<file path="src/rtl/serial_deserializer_pkg.sv">
// Shared types and constants for the serial deserializer.
// The parity option is enabled by defining SERIAL_DESERIALIZER_PARITY_EN.
package serial_deserializer_pkg;

  // Collection state: PARITY is only reachable when the parity option is built in
  typedef enum logic {
    COLLECT = 1'b0,
    PARITY  = 1'b1
  } state_t;

  // XOR of all data bits plus the parity bit must equal this value for a clean word
  localparam logic PARITY_EVEN = 1'b0;

endpackage

</file>
<file path="src/rtl/serial_deserializer.sv">
// Serial-to-parallel converter: gathers single-bit samples MSB-first into
// WIDTH-bit words and supports flushing a partial word with a length report.
// Optional macro SERIAL_DESERIALIZER_PARITY_EN adds a trailing even-parity bit
// per word and a parity_err_o output.
module serial_deserializer
  import serial_deserializer_pkg::*;
#(
  parameter  int WIDTH = 7,
  localparam int LEN_W = $clog2(WIDTH + 1)
) (
  input  logic             clk_i,
  input  logic             arstn_i,
  input  logic             data_i,
  input  logic             data_val_i,
  input  logic             flush_i,
  output logic [WIDTH-1:0] deser_data_o,
  output logic [LEN_W-1:0] deser_len_o,
`ifdef SERIAL_DESERIALIZER_PARITY_EN
  output logic             parity_err_o,
`endif
  output logic             deser_data_val_o
);

  state_t            r_state;
  state_t            w_nextState;
  logic [WIDTH-1:0]  r_shift;
  logic [WIDTH-1:0]  w_shiftNext;
  logic [WIDTH-1:0]  w_word;
  logic [LEN_W-1:0]  r_cnt;
  logic [LEN_W-1:0]  w_cntNext;
  logic [WIDTH-1:0]  r_deserData;
  logic [LEN_W-1:0]  r_deserLen;
  logic              r_deserVal;
  logic              w_emit;
  logic [WIDTH-1:0]  w_emitWord;
  logic [LEN_W-1:0]  w_emitLen;
  logic              w_lastBit;
  logic              w_flushReq;
`ifdef SERIAL_DESERIALIZER_PARITY_EN
  logic              r_parityErr;
  logic              w_emitErr;
`endif

  assign w_lastBit  = data_val_i && (r_cnt == LEN_W'(WIDTH - 1));
  assign w_flushReq = flush_i && ((r_cnt != '0) || data_val_i);

  // Word as it stands including this cycle's bit, kept left-justified so a flush needs no shifting
  always_comb begin
    w_word = r_shift;
    for (int i = 0; i < WIDTH; i++) begin
      if (data_val_i && (r_cnt == LEN_W'(WIDTH - 1 - i))) begin
        w_word[i] = data_i;
      end
    end
  end

  // State register
  always_ff @(posedge clk_i or negedge arstn_i) begin
    if (!arstn_i) begin
      r_state <= COLLECT;
    end else begin
      r_state <= w_nextState;
    end
  end

  // Next-state logic: a full word moves to PARITY only when the parity bit is expected
  always_comb begin
    w_nextState = r_state;
    case (r_state)
      COLLECT: begin
`ifdef SERIAL_DESERIALIZER_PARITY_EN
        if (w_lastBit) begin
          w_nextState = PARITY;
        end
`endif
      end
`ifdef SERIAL_DESERIALIZER_PARITY_EN
      PARITY: begin
        if (data_val_i || flush_i) begin
          w_nextState = COLLECT;
        end
      end
`endif
      default: w_nextState = COLLECT;
    endcase
  end

  // Output/datapath decode: decides what the shift register, counter and result register do this edge
  always_comb begin
    w_shiftNext = r_shift;
    w_cntNext   = r_cnt;
    w_emit      = 1'b0;
    w_emitWord  = r_shift;
    w_emitLen   = r_cnt;
`ifdef SERIAL_DESERIALIZER_PARITY_EN
    w_emitErr   = 1'b0;
`endif
    case (r_state)
      COLLECT: begin
        if (w_lastBit) begin
`ifdef SERIAL_DESERIALIZER_PARITY_EN
          w_shiftNext = w_word;
          w_cntNext   = '0;
`else
          w_emit      = 1'b1;
          w_emitWord  = w_word;
          w_emitLen   = LEN_W'(WIDTH);
          w_shiftNext = '0;
          w_cntNext   = '0;
`endif
        end else if (w_flushReq) begin
          // A partial word carries no parity bit, so it never reports a parity error
          w_emit      = 1'b1;
          w_emitWord  = w_word;
          w_emitLen   = r_cnt + LEN_W'(data_val_i);
          w_shiftNext = '0;
          w_cntNext   = '0;
        end else if (data_val_i) begin
          w_shiftNext = w_word;
          w_cntNext   = r_cnt + LEN_W'(1);
        end
      end
`ifdef SERIAL_DESERIALIZER_PARITY_EN
      PARITY: begin
        if (data_val_i || flush_i) begin
          w_emit      = 1'b1;
          w_emitWord  = r_shift;
          w_emitLen   = LEN_W'(WIDTH);
          w_emitErr   = data_val_i ? ((^r_shift ^ data_i) != PARITY_EVEN) : 1'b1;
          w_shiftNext = '0;
          w_cntNext   = '0;
        end
      end
`endif
      default: ;
    endcase
  end

  // Shift register and bit counter; both hold while no valid bit arrives
  always_ff @(posedge clk_i or negedge arstn_i) begin
    if (!arstn_i) begin
      r_shift <= '0;
      r_cnt   <= '0;
    end else begin
      r_shift <= w_shiftNext;
      r_cnt   <= w_cntNext;
    end
  end

  // Registered result: word/len held between pulses, valid pulses for one cycle
  always_ff @(posedge clk_i or negedge arstn_i) begin
    if (!arstn_i) begin
      r_deserData <= '0;
      r_deserLen  <= '0;
      r_deserVal  <= 1'b0;
`ifdef SERIAL_DESERIALIZER_PARITY_EN
      r_parityErr <= 1'b0;
`endif
    end else begin
      r_deserVal <= w_emit;
      if (w_emit) begin
        r_deserData <= w_emitWord;
        r_deserLen  <= w_emitLen;
`ifdef SERIAL_DESERIALIZER_PARITY_EN
        r_parityErr <= w_emitErr;
`endif
      end
    end
  end

  assign deser_data_o     = r_deserData;
  assign deser_len_o      = r_deserLen;
  assign deser_data_val_o = r_deserVal;
`ifdef SERIAL_DESERIALIZER_PARITY_EN
  assign parity_err_o     = r_parityErr;
`endif

endmodule

</file>
<file path="config.mk">
export PLATFORM = sky130hd
export DESIGN_NAME = serial_deserializer
export DESIGN_NICKNAME = d
export VERILOG_FILES = /design/src/rtl/serial_deserializer_pkg.sv /design/src/rtl/serial_deserializer.sv
export SDC_FILE = /design/constraint.sdc
export NUM_CORES = 1
export LEC_CHECK = 0
export CAP_MARGIN = 10
export CORE_MARGIN = 2
export CORE_UTILIZATION = 55
export DETAILED_ROUTE_END_ITERATION = 16
export GPL_TIMING_DRIVEN = 0
export PLACE_DENSITY = 0.84
export SYNTH_ARGS = -nofsm -noshare
export SYNTH_HDL_FRONTEND = slang
export SYNTH_SLANG_ARGS = --single-unit
</file>
<file path="constraint.sdc">
create_clock -name clk_i -period 3.7 [get_ports clk_i]
set_input_delay 0.555 -clock clk_i [delete_from_list [all_inputs] [get_ports clk_i]]
set_output_delay 0.555 -clock clk_i [all_outputs]
set_load 0.02 [all_outputs]
</file>
==> Flow_metrics.wiki, run 1 <==
{| class="wikitable"
! Metric !! Value
|-
| DRC Markers || 0
|-
| Switching Power || 0.000178 W
|-
| Startpoint type of the worst setup path || flop
|-
| Minimum setup slack after placement || roughly 1500 ps
|-
| Layout cell share with drive strength beyond 1 || 14.0%
|-
| Largest net degree at the start of global routing || 22
|-
| Drt total wl || approximately 2.4 mm
|-
| Library cell contributing the largest single delay on the critical path || a21oi_2
|-
| Endpoint of the worst hold-timing path || deser_data_o[1]
|-
| Worst path max stage delay || between 400 and 500 ps
|-
| Commonest non-fill, non-tap cell in the layout || dfrtp_1
|-
| Number of max-cap violations || 0
|-
| Syn nets || 124
|-
| Total internal power || about 0.00037 W
|-
| Sequential area share after synthesis || 43.3%
|-
| Cells along the critical path || inv_1, ha_1, a21oi_2, o2bb2ai_4, mux2_4
|-
| # diodes || 0
|-
| CTS buffer count || 3
|-
| Endpoint kind of the worst setup timing path || flop
|-
| Final period util || 51.3%
|-
| FF-to-FF Start || r_cnt[0]
|-
| Area inside the core boundary || about 0.0021 sq mm
|-
| Post-layout worst setup margin || roughly 1800 ps
|-
| Number of different library cells in the post-synthesis netlist || 27
|-
| Setup-failing EPs final || 0
|-
| Detailed Routing Iterations Pass 1 || 4
|-
| Starting density of the core || between 50% and 60%
|-
| Initial detailed-routing violation count || 22
|-
| Vias in the first global route || 870
|-
| Peak clock frequency supported by timing || between 500 and 600 MHz
|-
| Count of vias placed by the detailed router || 930
|-
| Mean instance size in the synthesized netlist || ~11 sq um
|-
| Die area || around 0.0026 sq mm
|-
| Quantity of hold-fixing buffers added after cts || 0
|-
| Number of storage elements in the synthesis netlist || 21
|-
| Minimum clock period || 1900 ps
|-
| Capture point of the worst reg-to-reg path || deser_data_o[1]
|-
| Util after Layout || 65.5%
|-
| Synthesis-to-layout area growth || 15.9%
|-
| Relative contribution of combinational cells to total power || 30.7%
|-
| CTS Sinks || 21
|-
| Final setup skew || ~11 ps
|-
| Final Hold Violating Endpoints || 0
|-
| Antenna-violating nets left || 0
|-
| Leak Pwr || between 0.6 and 0.7 nW
|-
| Worst slew pin tran || 948 ps
|-
| Unrepaired setup endpoints after global routing || no
|-
| Kind of path behind the tightest hold check || flop to flop
|-
| Number of buffer cells added on primary ports || 13
|-
| Cell count of the worst hold path || 1
|-
| Max clock buf depth || 2
|-
| Maximum resistive drop on vdd || 0.358 mV
|-
| Number of nets in the final layout || about 140
|-
| Clock tree from TritonCTS || done
|-
| HPWL after detailed placement || 1.69 mm
|-
| Post-cts repair resize count || 0
|-
| Final TNS setup || 0 ps
|-
| CP Data Arrival Time || between 2000 and 2500 ps
|-
| Worst EP required || about 3900 ps
|-
| Total global routing overflow || 0
|-
| Switching share of power || between 30 and 40%
|-
| Ys Warns || 0
|-
| Relative contribution of the clock network to total power || about 20%
|-
| Number of buffers added for setup after CTS || 0
|-
| Clock root buffer || clkbuf_4
|-
| Largest fanout on the critical path || 9
|-
| R2R Setup Slk || between 1500 and 2000 ps
|-
| Number of top-level pins || 16
|-
| Average wire per cell in the routed design || roughly 15 microns
|-
| Reg2Reg Depth || 5
|-
| Number of vias per cell after detailed routing || roughly 5.9
|-
| Post-Syn Area || 0.00121 sq mm
|-
| Number of filler cells placed in the layout || approximately 160
|-
| Standard-cell row count || 17
|-
| Gpl congestion || ~0.83
|-
| Die W || around 51 microns
|-
| Max_slew headroom || between 30% and 40%
|-
| First-pass GRT wire length || around 4.0 mm
|-
| Worst Min Path Start || deser_data_o[1]
|-
| Worst-Skew Late Latency || 310 ps
|-
| Critical path start-end classification || flop to flop
|-
| Result of the run || finished clean
|-
| H-tree depth reported by CTS || 1
|-
| Seq pwr share || between 40% and 50%
|-
| Ratio of total power to cell area || about 390 mW/mm^2
|-
| Total global routing track utilization || between 20 and 25%
|-
| Most frequent cells in the layout || dfrtp_1, nand3_1, clkdlybuf4s50_1
|-
| Max-slew violation count || 0
|-
| Clock-pin slew on the worst setup and hold paths || 110 ps
|-
| Vertical extent of the die || 51 microns
|-
| Number of instances in the synthesized netlist || between 100 and 150
|-
| Number of antenna violations at the first check in global routing || 0
|}
==> power groups by stage <==
stage               Combinational, W  Clock (W)  Sequential (W)
floorplan                  0.0000862          0        0.000290
global placement            0.000163          0        0.000270
detailed placement          0.000167          0        0.000272
CTS                         0.000169   0.000115        0.000267
global route                0.000182   0.000122        0.000270
finish                      0.000168   0.000112        0.000267
==> cell type report <==
| cell class | instances | area [sq um] | share of cell area, % |
|---|---|---|---|
| Sequential cell | 21 | 526 | 37.3 |
| Inverter | 11 | 41.3 | 2.93 |
| Timing Repair Buffer | 13 | 130 | 9.24 |
| Tap cell | 28 | 35.0 | 2.49 |
| Clock buffer | 3 | 22.5 | 1.60 |
| Clock inverter | 1 | 5.00 | 0.356 |
| Multi-Input combinational cell | 75 | 612 | 43.5 |
| Buffer | 5 | 36.3 | 2.58 |
==> cells in the mapped netlist <==
library cell	n	area [sq um]
o221ai_1	6	52.6
a2bb2oi_1	1	8.76
o21ai_0	6	30.0
nand4_1	2	12.5
buf_6	2	22.5
clkbuf_1	1	3.75
o22ai_1	2	12.5
nor3b_1	1	7.51
and4b_1	3	30.0
a21oi_2	1	8.76
mux2_1	2	22.5
and2_1	1	6.26
and3_1	3	18.8
nand2b_1	1	6.26
or3b_1	1	8.76
mux2_2	1	11.3
nand3_1	13	65.1
dfrtp_1	21	526
buf_2	2	10.0
mux2_4	7	105
nand2_1	8	30.0
ha_1	7	87.6
inv_1	11	41.3
nand3b_1	3	22.5
a21o_1	4	30.0
o21a_1	1	7.51
o2bb2ai_4	1	27.5
==> how the worst max path moves through the flow <==
stage / start / slack [ps] / cells after the start / end
2_1_floorplan: r_cnt[0] / 2070 / 5 / deser_data_o[0]
3_3_place_gp: data_val_i / 1540 / 5 / deser_data_o[1]
3_5_place_dp: data_val_i / 1520 / 5 / deser_data_o[1]
4_1_cts: r_cnt[0] / 1820 / 5 / deser_data_o[0]
5_1_grt: r_cnt[0] / 1710 / 5 / deser_data_o[4]
6_report: r_cnt[0] / 1800 / 5 / deser_data_o[1]
==> sequential cells by signal (all words and copies together) (netlist names) <==
name / cells
r_shift: 7
deser_data_o: 7
deser_data_val_o: 1
r_cnt: 3
deser_len_o: 3
==> through the flow <==
step	hold WS, ps	power (W)	std cells	cell area [sq um]
2_1_floorplan	259	0.000376	112	1210
3_3_place_gp	493	0.000433	153	1380
3_5_place_dp	496	0.000439	153	1380
4_1_cts	529	0.000551	157	1410
5_1_grt	550	0.000575	157	1410
6_report	526	0.000547	157	1410
==> kinds of logic after synthesis <==
kind of cell	Yosys count	synth area share, %
AO/OA/AOI/OAI	22	14.6
adder cells (fa/ha/maj)	7	7.21
buffers and inverters	16	6.38
flip-flops	21	43.3
multiplexers	10	11.4
AND/OR/NAND/NOR	36	17.1
==> routing by layer <==
| layer | track usage [%] | wire length (microns) |
|---|---|---|
| met5 | 0 | 0 |
| met4 | 8.11 | 36 |
| met3 | 2.63 | 98 |
| met2 | 34.6 | 1240 |
| met1 | 26.7 | 1000 |
==> worst max-delay path, delay by kind of cell (launching register included) <==
kind	cells	cell delay, ps
AO/OA/AOI/OAI	2	660
adder cells (fa/ha/maj)	1	280
flip-flops	1	420
buffers and inverters	1	100
multiplexers	1	330
(Power assumes the default switching activity.)
==> run 2: changes to the inputs <==
Settings changed: CORE_UTILIZATION 55 to 48, PLACE_DENSITY 0.84 to 0.78.
Clock period 3.7 ns to 1.6 ns, I/O delays scaled along.
==> Flow_metrics.wiki, run 2 (same netlist as run 1, synthesis figures left out) <==
{| class="wikitable"
! Metric !! Value
|-
| Kind of path behind the tightest hold check || input port to flop (was flop to flop)
|-
| Unrepaired setup endpoints after global routing || yes (was no)
|-
| Area inside the core boundary || 0.00243 sq mm (was 0.00215 sq mm)
|-
| Average wire per cell in the routed design || 15.7 microns (was 15.1 microns)
|-
| CP Data Arrival Time || 1820 ps (was 2100 ps)
|-
| Switching share of power || 32.7% (was 32.5%)
|-
| Critical path start-end classification || flop to flop (unchanged)
|-
| Relative contribution of combinational cells to total power || 35.9% (was 30.7%)
|-
| Most frequent cells in the layout || dfrtp_1, clkdlybuf4s50_1, nand3_1 (was dfrtp_1, nand3_1, clkdlybuf4s50_1)
|-
| Max-slew violation count || 0 (unchanged)
|-
| Seq pwr share || 45.1% (was 48.9%)
|-
| CTS Sinks || 21 (unchanged)
|-
| Final hold slack || 295 ps (was 526 ps)
|-
| Final period util || 101% (was 51.3%)
|-
| Reg2Reg Depth || 6 (was 5)
|-
| Vias in the first global route || 943 (was 870)
|-
| Minimum clock period || 1620 ps (was 1900 ps)
|-
| Synthesis-to-layout area growth || 30.3% (was 15.9%)
|-
| Peak clock frequency supported by timing || 618 MHz (was 527 MHz)
|-
| Total internal power || 0.000930 W (was 0.000369 W)
|-
| Largest fanout on the critical path || 7 (was 9)
|-
| Final Hold Violating Endpoints || 0 (unchanged)
|-
| Clock tree from TritonCTS || done (unchanged)
|-
| Antenna-violating nets left || 0 (unchanged)
|-
| First-pass GRT wire length || 4.25 mm (was 3.97 mm)
|-
| Initial detailed-routing violation count || 18 (was 22)
|-
| Die area || 0.00295 sq mm (was 0.00260 sq mm)
|-
| Quantity of hold-fixing buffers added after cts || 0 (unchanged)
|-
| HPWL after detailed placement || 1.69 mm (about the same)
|-
| Endpoint kind of the worst setup timing path || flop (unchanged)
|-
| Setup-failing EPs final || 7 (was 0)
|-
| Max clock buf depth || 2 (unchanged)
|-
| Number of filler cells placed in the layout || 187 (was 157)
|-
| Cell count of the worst hold path || 3 (was 1)
|-
| Largest net degree at the start of global routing || 22 (unchanged)
|-
| Number of nets in the final layout || 153 (was 142)
|-
| Post-layout worst setup margin || -19.1 ps (was 1800 ps)
|-
| Pwr Total || 0.00138 W (was 0.000547 W)
|-
| Detailed Routing Iterations Pass 1 || 4 (unchanged)
|-
| Clock root buffer || clkbuf_4 (unchanged)
|-
| Minimum setup slack after placement || -286 ps (was 1520 ps)
|-
| Maximum resistive drop on vdd || 0.660 mV (was 0.358 mV)
|-
| Max_slew headroom || 35.0% (was 36.6%)
|-
| Standard-cell row count || 18 (was 17)
|-
| Startpoint type of the worst setup path || flop (unchanged)
|-
| DRC Markers || 0 (unchanged)
|-
| Total global routing track utilization || 20.6% (was 20.5%)
|-
| Vertical extent of the die || 54.3 microns (was 51 microns)
|-
| Final setup skew || 0.654 ps (was 11.4 ps)
|-
| Clock-pin slew on the worst setup and hold paths || 120 ps (was 110 ps)
|-
| Post-layout instance count excluding filler cells || 170 (was 157)
|-
| Die W || 54.3 microns (was 51 microns)
|-
| Number of max-cap violations || 0 (unchanged)
|-
| Layout cell share with drive strength beyond 1 || 28.6% (was 14.0%)
|-
| Worst-Skew Late Latency || 300 ps (was 310 ps)
|-
| Worst slew pin tran || 972 ps (was 948 ps)
|-
| Worst EP required || 1810 ps (was 3900 ps)
|-
| Number of vias per cell after detailed routing || 5.71 (was 5.92)
|-
| Commonest non-fill, non-tap cell in the layout || dfrtp_1 (unchanged)
|-
| Result of the run || finished, violations left (was finished clean)
|-
| Switching Power || 0.000453 W (was 0.000178 W)
|-
| Number of buffer cells added on primary ports || 13 (unchanged)
|-
| # diodes || 0 (unchanged)
|-
| Placed Instances || 155 (was 153)
|-
| Drt total wl || 2.67 mm (was 2.38 mm)
|-
| Number of top-level pins || 16 (unchanged)
|-
| Starting density of the core || 49.9% (was 56.6%)
|-
| Gpl congestion || 0.791 (was 0.830)
|-
| Relative contribution of the clock network to total power || 19.1% (was 20.4%)
|-
| Violated checks || negative setup slack
|-
| H-tree depth reported by CTS || 1 (unchanged)
|-
| Ratio of total power to cell area || 873 mW/mm^2 (was 388 mW/mm^2)
|-
| Leak Pwr || 0.746 nW (was 0.672 nW)
|-
| Util after Layout || 65.1% (was 65.5%)
|-
| CTS buffer count || 3 (unchanged)
|-
| Count of vias placed by the detailed router || 971 (was 930)
|-
| Number of antenna violations at the first check in global routing || 0 (unchanged)
|-
| Total global routing overflow || 0 (unchanged)
|}
==> run 2: layout make-up <==
type,count,area (sq um),area share (%)
multi-input combinational,75,678,42.8
tap,30,37.5,2.37
clock inverter,1,5.00,0.316
clock buffer,3,22.5,1.42
buffer,5,36.3,2.29
timing repair buffer,24,231,14.6
inverter,11,43.8,2.77
sequential,21,528,33.4
==> run 2: worst max-delay path: stages, from the launching register on <==
cell and delay (ps):
dfrtp_1 440, buf_6 140, ha_4 180, a21oi_4 230, o2bb2ai_4 90, buf_12 140, mux2_4 290
==> run 2: final timing paths <==
check,from,end,slack (ps)
min reg2reg,r_shift[0],r_shift[0],520
min in group asynchronous,arstn_i,deser_data_o[6],450
min,flush_i,deser_len_o[0],290
max in group asynchronous,arstn_i,r_cnt[0],490
max,r_cnt[1],deser_data_o[6],-20
max reg2reg,r_cnt[1],deser_data_o[6],-20
==> run 2: metrics by stage <==
| stage | cell area [sq um] | TNS (ps) |
|---|---|---|
| 2_1_floorplan | 1220 | 0 |
| 3_3_place_gp | 1390 | -2780 |
| 3_5_place_dp | 1390 | -3210 |
| 4_1_cts | 1510 | 0 |
| 5_1_grt | 1580 | -221 |
| 6_report | 1580 | -96.0 |
==> run 2: per-layer routing <==
metal	vias up	GRT usage [%]	wire [microns]
met3	5	3.28	95
met2	27	35.5	1350
met5	-	0	0
met4	0	10.4	37
li1	464	-	-
met1	475	24.7	1180
==> run 2: power groups by stage <==
stage	Sequential, W	Clock [W]	Combinational [W]
after floorplan	0.000670	0	0.000202
after global placement	0.000624	0	0.000380
after detailed placement	0.000627	0	0.000390
after CTS	0.000617	0.000269	0.000456
after global routing	0.000630	0.000291	0.000531
final	0.000623	0.000264	0.000496
==> run 2: repair_timing <==
item / 4_1_cts / 5_1_grt
gates cloned: 0 / 0
setup buffers: 7 / 4
resized for setup: 6 / 12
hold endpoints to repair: 0 / 0
endpoints found under the setup margin: 15 / 13
pin swaps: 2 / 2
==> run 3: changes to the inputs <==
Settings changed: CORE_UTILIZATION 48 to 45, PLACE_DENSITY 0.78 to 0.74.
==> Flow_metrics.wiki, run 3 (same netlist as run 1, synthesis figures left out) <==
{| class="wikitable"
! Metric !! Value
|-
| Result of the run || finished clean (was finished, violations left)
|-
| Number of antenna violations at the first check in global routing || 0 (unchanged)
|-
| Quantity of hold-fixing buffers added after cts || 0 (unchanged)
|-
| Maximum resistive drop on vdd || 0.570 mV (was 0.660 mV)
|-
| Worst-Skew Late Latency || 310 ps (was 300 ps)
|-
| CTS buffer count || 3 (unchanged)
|-
| Vias in the first global route || 964 (was 943)
|-
| Relative contribution of the clock network to total power || 19.2% (was 19.1%)
|-
| Worst EP required || 1810 ps (about the same)
|-
| Max clock buf depth || 2 (unchanged)
|-
| CP dominant cell by count || buf_6
|-
| Number of vias per cell after detailed routing || 5.63 (was 5.71)
|-
| Total internal power || 0.000920 W (was 0.000930 W)
|-
| First-pass GRT wire length || 4.29 mm (was 4.25 mm)
|-
| Area inside the core boundary || 0.00252 sq mm (was 0.00243 sq mm)
|-
| Endpoint kind of the worst setup timing path || flop (unchanged)
|-
| HPWL after detailed placement || 1.66 mm (was 1.69 mm)
|-
| H-tree depth reported by CTS || 1 (unchanged)
|-
| Max-slew violation count || 0 (unchanged)
|-
| Largest delay contributor family on the critical path || flip-flops (unchanged)
|-
| Count of vias placed by the detailed router || 962 (was 971)
|-
| # diodes || 0 (unchanged)
|-
| Commonest non-fill, non-tap cell in the layout || dfrtp_1 (unchanged)
|-
| Switching share of power || 32.7% (about the same)
|-
| CTS Sinks || 21 (unchanged)
|-
| Final setup skew || 3.91 ps (was 0.654 ps)
|-
| Pwr Total || 0.00137 W (was 0.00138 W)
|-
| Vertical extent of the die || 56.0 microns (was 54.3 microns)
|-
| Minimum clock period || 1570 ps (was 1620 ps)
|-
| Library cell contributing the largest single delay on the critical path || dfrtp_1 (unchanged)
|-
| Startpoint type of the worst setup path || flop (unchanged)
|-
| Ratio of total power to cell area || 867 mW/mm^2 (was 873 mW/mm^2)
|-
| Number of nets in the final layout || 154 (was 153)
|-
| Kind of path behind the tightest hold check || input port to flop (unchanged)
|-
| Largest net degree at the start of global routing || 22 (unchanged)
|-
| Final Hold Violating Endpoints || 0 (unchanged)
|-
| Seq pwr share || 45.3% (was 45.1%)
|-
| Final TNS setup || 0 ps (was -96.0 ps)
|-
| Most frequent cells in the layout || dfrtp_1, clkdlybuf4s50_1, nand3_1 (unchanged)
|-
| Critical path start-end classification || flop to flop (unchanged)
|-
| Number of filler cells placed in the layout || 214 (was 187)
|-
| DRC Markers || 0 (unchanged)
|-
| Clock root buffer || clkbuf_4 (unchanged)
|-
| Unrepaired setup endpoints after global routing || yes (unchanged)
|-
| Layout cell share with drive strength beyond 1 || 28.4% (was 28.6%)
|-
| Switching Power || 0.000448 W (was 0.000453 W)
|-
| Antenna-violating nets left || 0 (unchanged)
|-
| Gpl congestion || 0.788 (was 0.791)
|-
| Starting density of the core || 48.2% (was 49.9%)
|-
| Drt total wl || 2.61 mm (was 2.67 mm)
|-
| Total global routing track utilization || 17.5% (was 20.6%)
|-
| Detailed Routing Iterations Pass 1 || 4 (unchanged)
|-
| Die area || 0.00313 sq mm (was 0.00295 sq mm)
|-
| Largest fanout on the critical path || 4 (was 7)
|-
| Number of buffer cells added on primary ports || 13 (unchanged)
|-
| Number of max-cap violations || 0 (unchanged)
|-
| Die W || 56.0 microns (was 54.3 microns)
|-
| Post-layout instance count excluding filler cells || 171 (was 170)
|-
| Peak clock frequency supported by timing || 635 MHz (was 618 MHz)
|-
| Number of top-level pins || 16 (unchanged)
|-
| Placed Instances || 155 (unchanged)
|-
| Final period util || 98.4% (was 101%)
|-
| Clock tree from TritonCTS || done (unchanged)
|-
| Average wire per cell in the routed design || 15.3 microns (was 15.7 microns)
|-
| CP Data Arrival Time || 1790 ps (was 1820 ps)
|-
| Standard-cell row count || 18 (unchanged)
|-
| Leak Pwr || 0.748 nW (was 0.746 nW)
|-
| Clock-pin slew on the worst setup and hold paths || 120 ps (about the same)
|-
| Cells along the critical path || buf_6, ha_4, a21oi_4, o2bb2ai_4, buf_6, mux2_4 (was buf_6, ha_4, a21oi_4, o2bb2ai_4, buf_12, mux2_4)
|-
| Synthesis-to-layout area growth || 29.9% (was 30.3%)
|-
| Initial detailed-routing violation count || 8 (was 18)
|-
| Worst path max stage delay || 430 ps (was 440 ps)
|-
| Max_slew headroom || 36.7% (was 35.0%)
|-
| CP bufs+invs || 2 (unchanged)
|-
| Worst slew pin tran || 947 ps (was 972 ps)
|-
| Total global routing overflow || 0 (unchanged)
|-
| Relative contribution of combinational cells to total power || 35.4% (was 35.9%)
|-
| Setup-failing EPs final || 0 (was 7)
|}
run 3: stage by stage:
| step | hold slack, ps | instance area, sq um | setup slack [ps] | util [%] |
|---|---|---|---|---|
| floorplan | -55.6 | 1220 | 13.2 | - |
| global placement | 493 | 1390 | -255 | 55.1 |
| detailed placement | 489 | 1390 | -275 | 55.1 |
| CTS | 294 | 1500 | 11.7 | 59.6 |
| global route | 327 | 1580 | -11.9 | 62.5 |
| finish | 303 | 1580 | 25.4 | 62.5 |
run 3: layout make-up:
| class | count | area, sq um | area share, % |
|---|---|---|---|
| multi-input cells | 75 | 671 | 42.5 |
| flip-flops and latches | 21 | 528 | 33.5 |
| repair buffers | 25 | 234 | 14.8 |
| inverters | 11 | 43.8 | 2.78 |
| well taps | 30 | 37.5 | 2.38 |
| plain buffers | 5 | 36.3 | 2.30 |
| clock buffers | 3 | 22.5 | 1.43 |
| clock inverters | 1 | 5.00 | 0.317 |
run 3: path summary, 6_finish.rpt:
path,startpoint,to,slack [ps],cells after the start
worst max-delay path,r_cnt[1],deser_data_o[1],30,6
worst min-delay path,flush_i,deser_len_o[0],300,3
worst max register to register,r_cnt[1],deser_data_o[1],30,6
worst min register to register,r_shift[0],r_shift[0],520,1
max in group asynchronous,arstn_i,r_cnt[2],530,1
min in group asynchronous,arstn_i,deser_data_o[1],440,1
run 3: per-layer routing:
layer  share of wire, %  track usage, %  up-vias
li1                   -               -      463
met5                  0               0        -
met3                2.8            3.26        3
met4                1.0            5.10        0
met2                 51            30.6       15
met1                 45            21.9      481
run 3: worst reg2reg max path, stage by stage, from the launching register on:
cell	delay, ps
dfrtp_1	430
buf_6	140
ha_4	170
a21oi_4	220
o2bb2ai_4	90
buf_6	140
mux2_4	290
run 3: power groups by stage:
stage               clock network [W]  logic (W)  registers, W
finish                       0.000263   0.000485      0.000620
global route                 0.000288   0.000521      0.000628
CTS                          0.000269   0.000445      0.000616
detailed placement                  0   0.000387      0.000627
global placement                    0   0.000381      0.000625
floorplan                           0   0.000202      0.000670
run 3: repair_timing:
action / CTS / global route
setup endpoints to repair: 14 / 7
gates resized for setup: 5 / 13
endpoints found under the hold margin: 0 / 0
buffers inserted: 8 / 4
pin swaps: 2 / 2
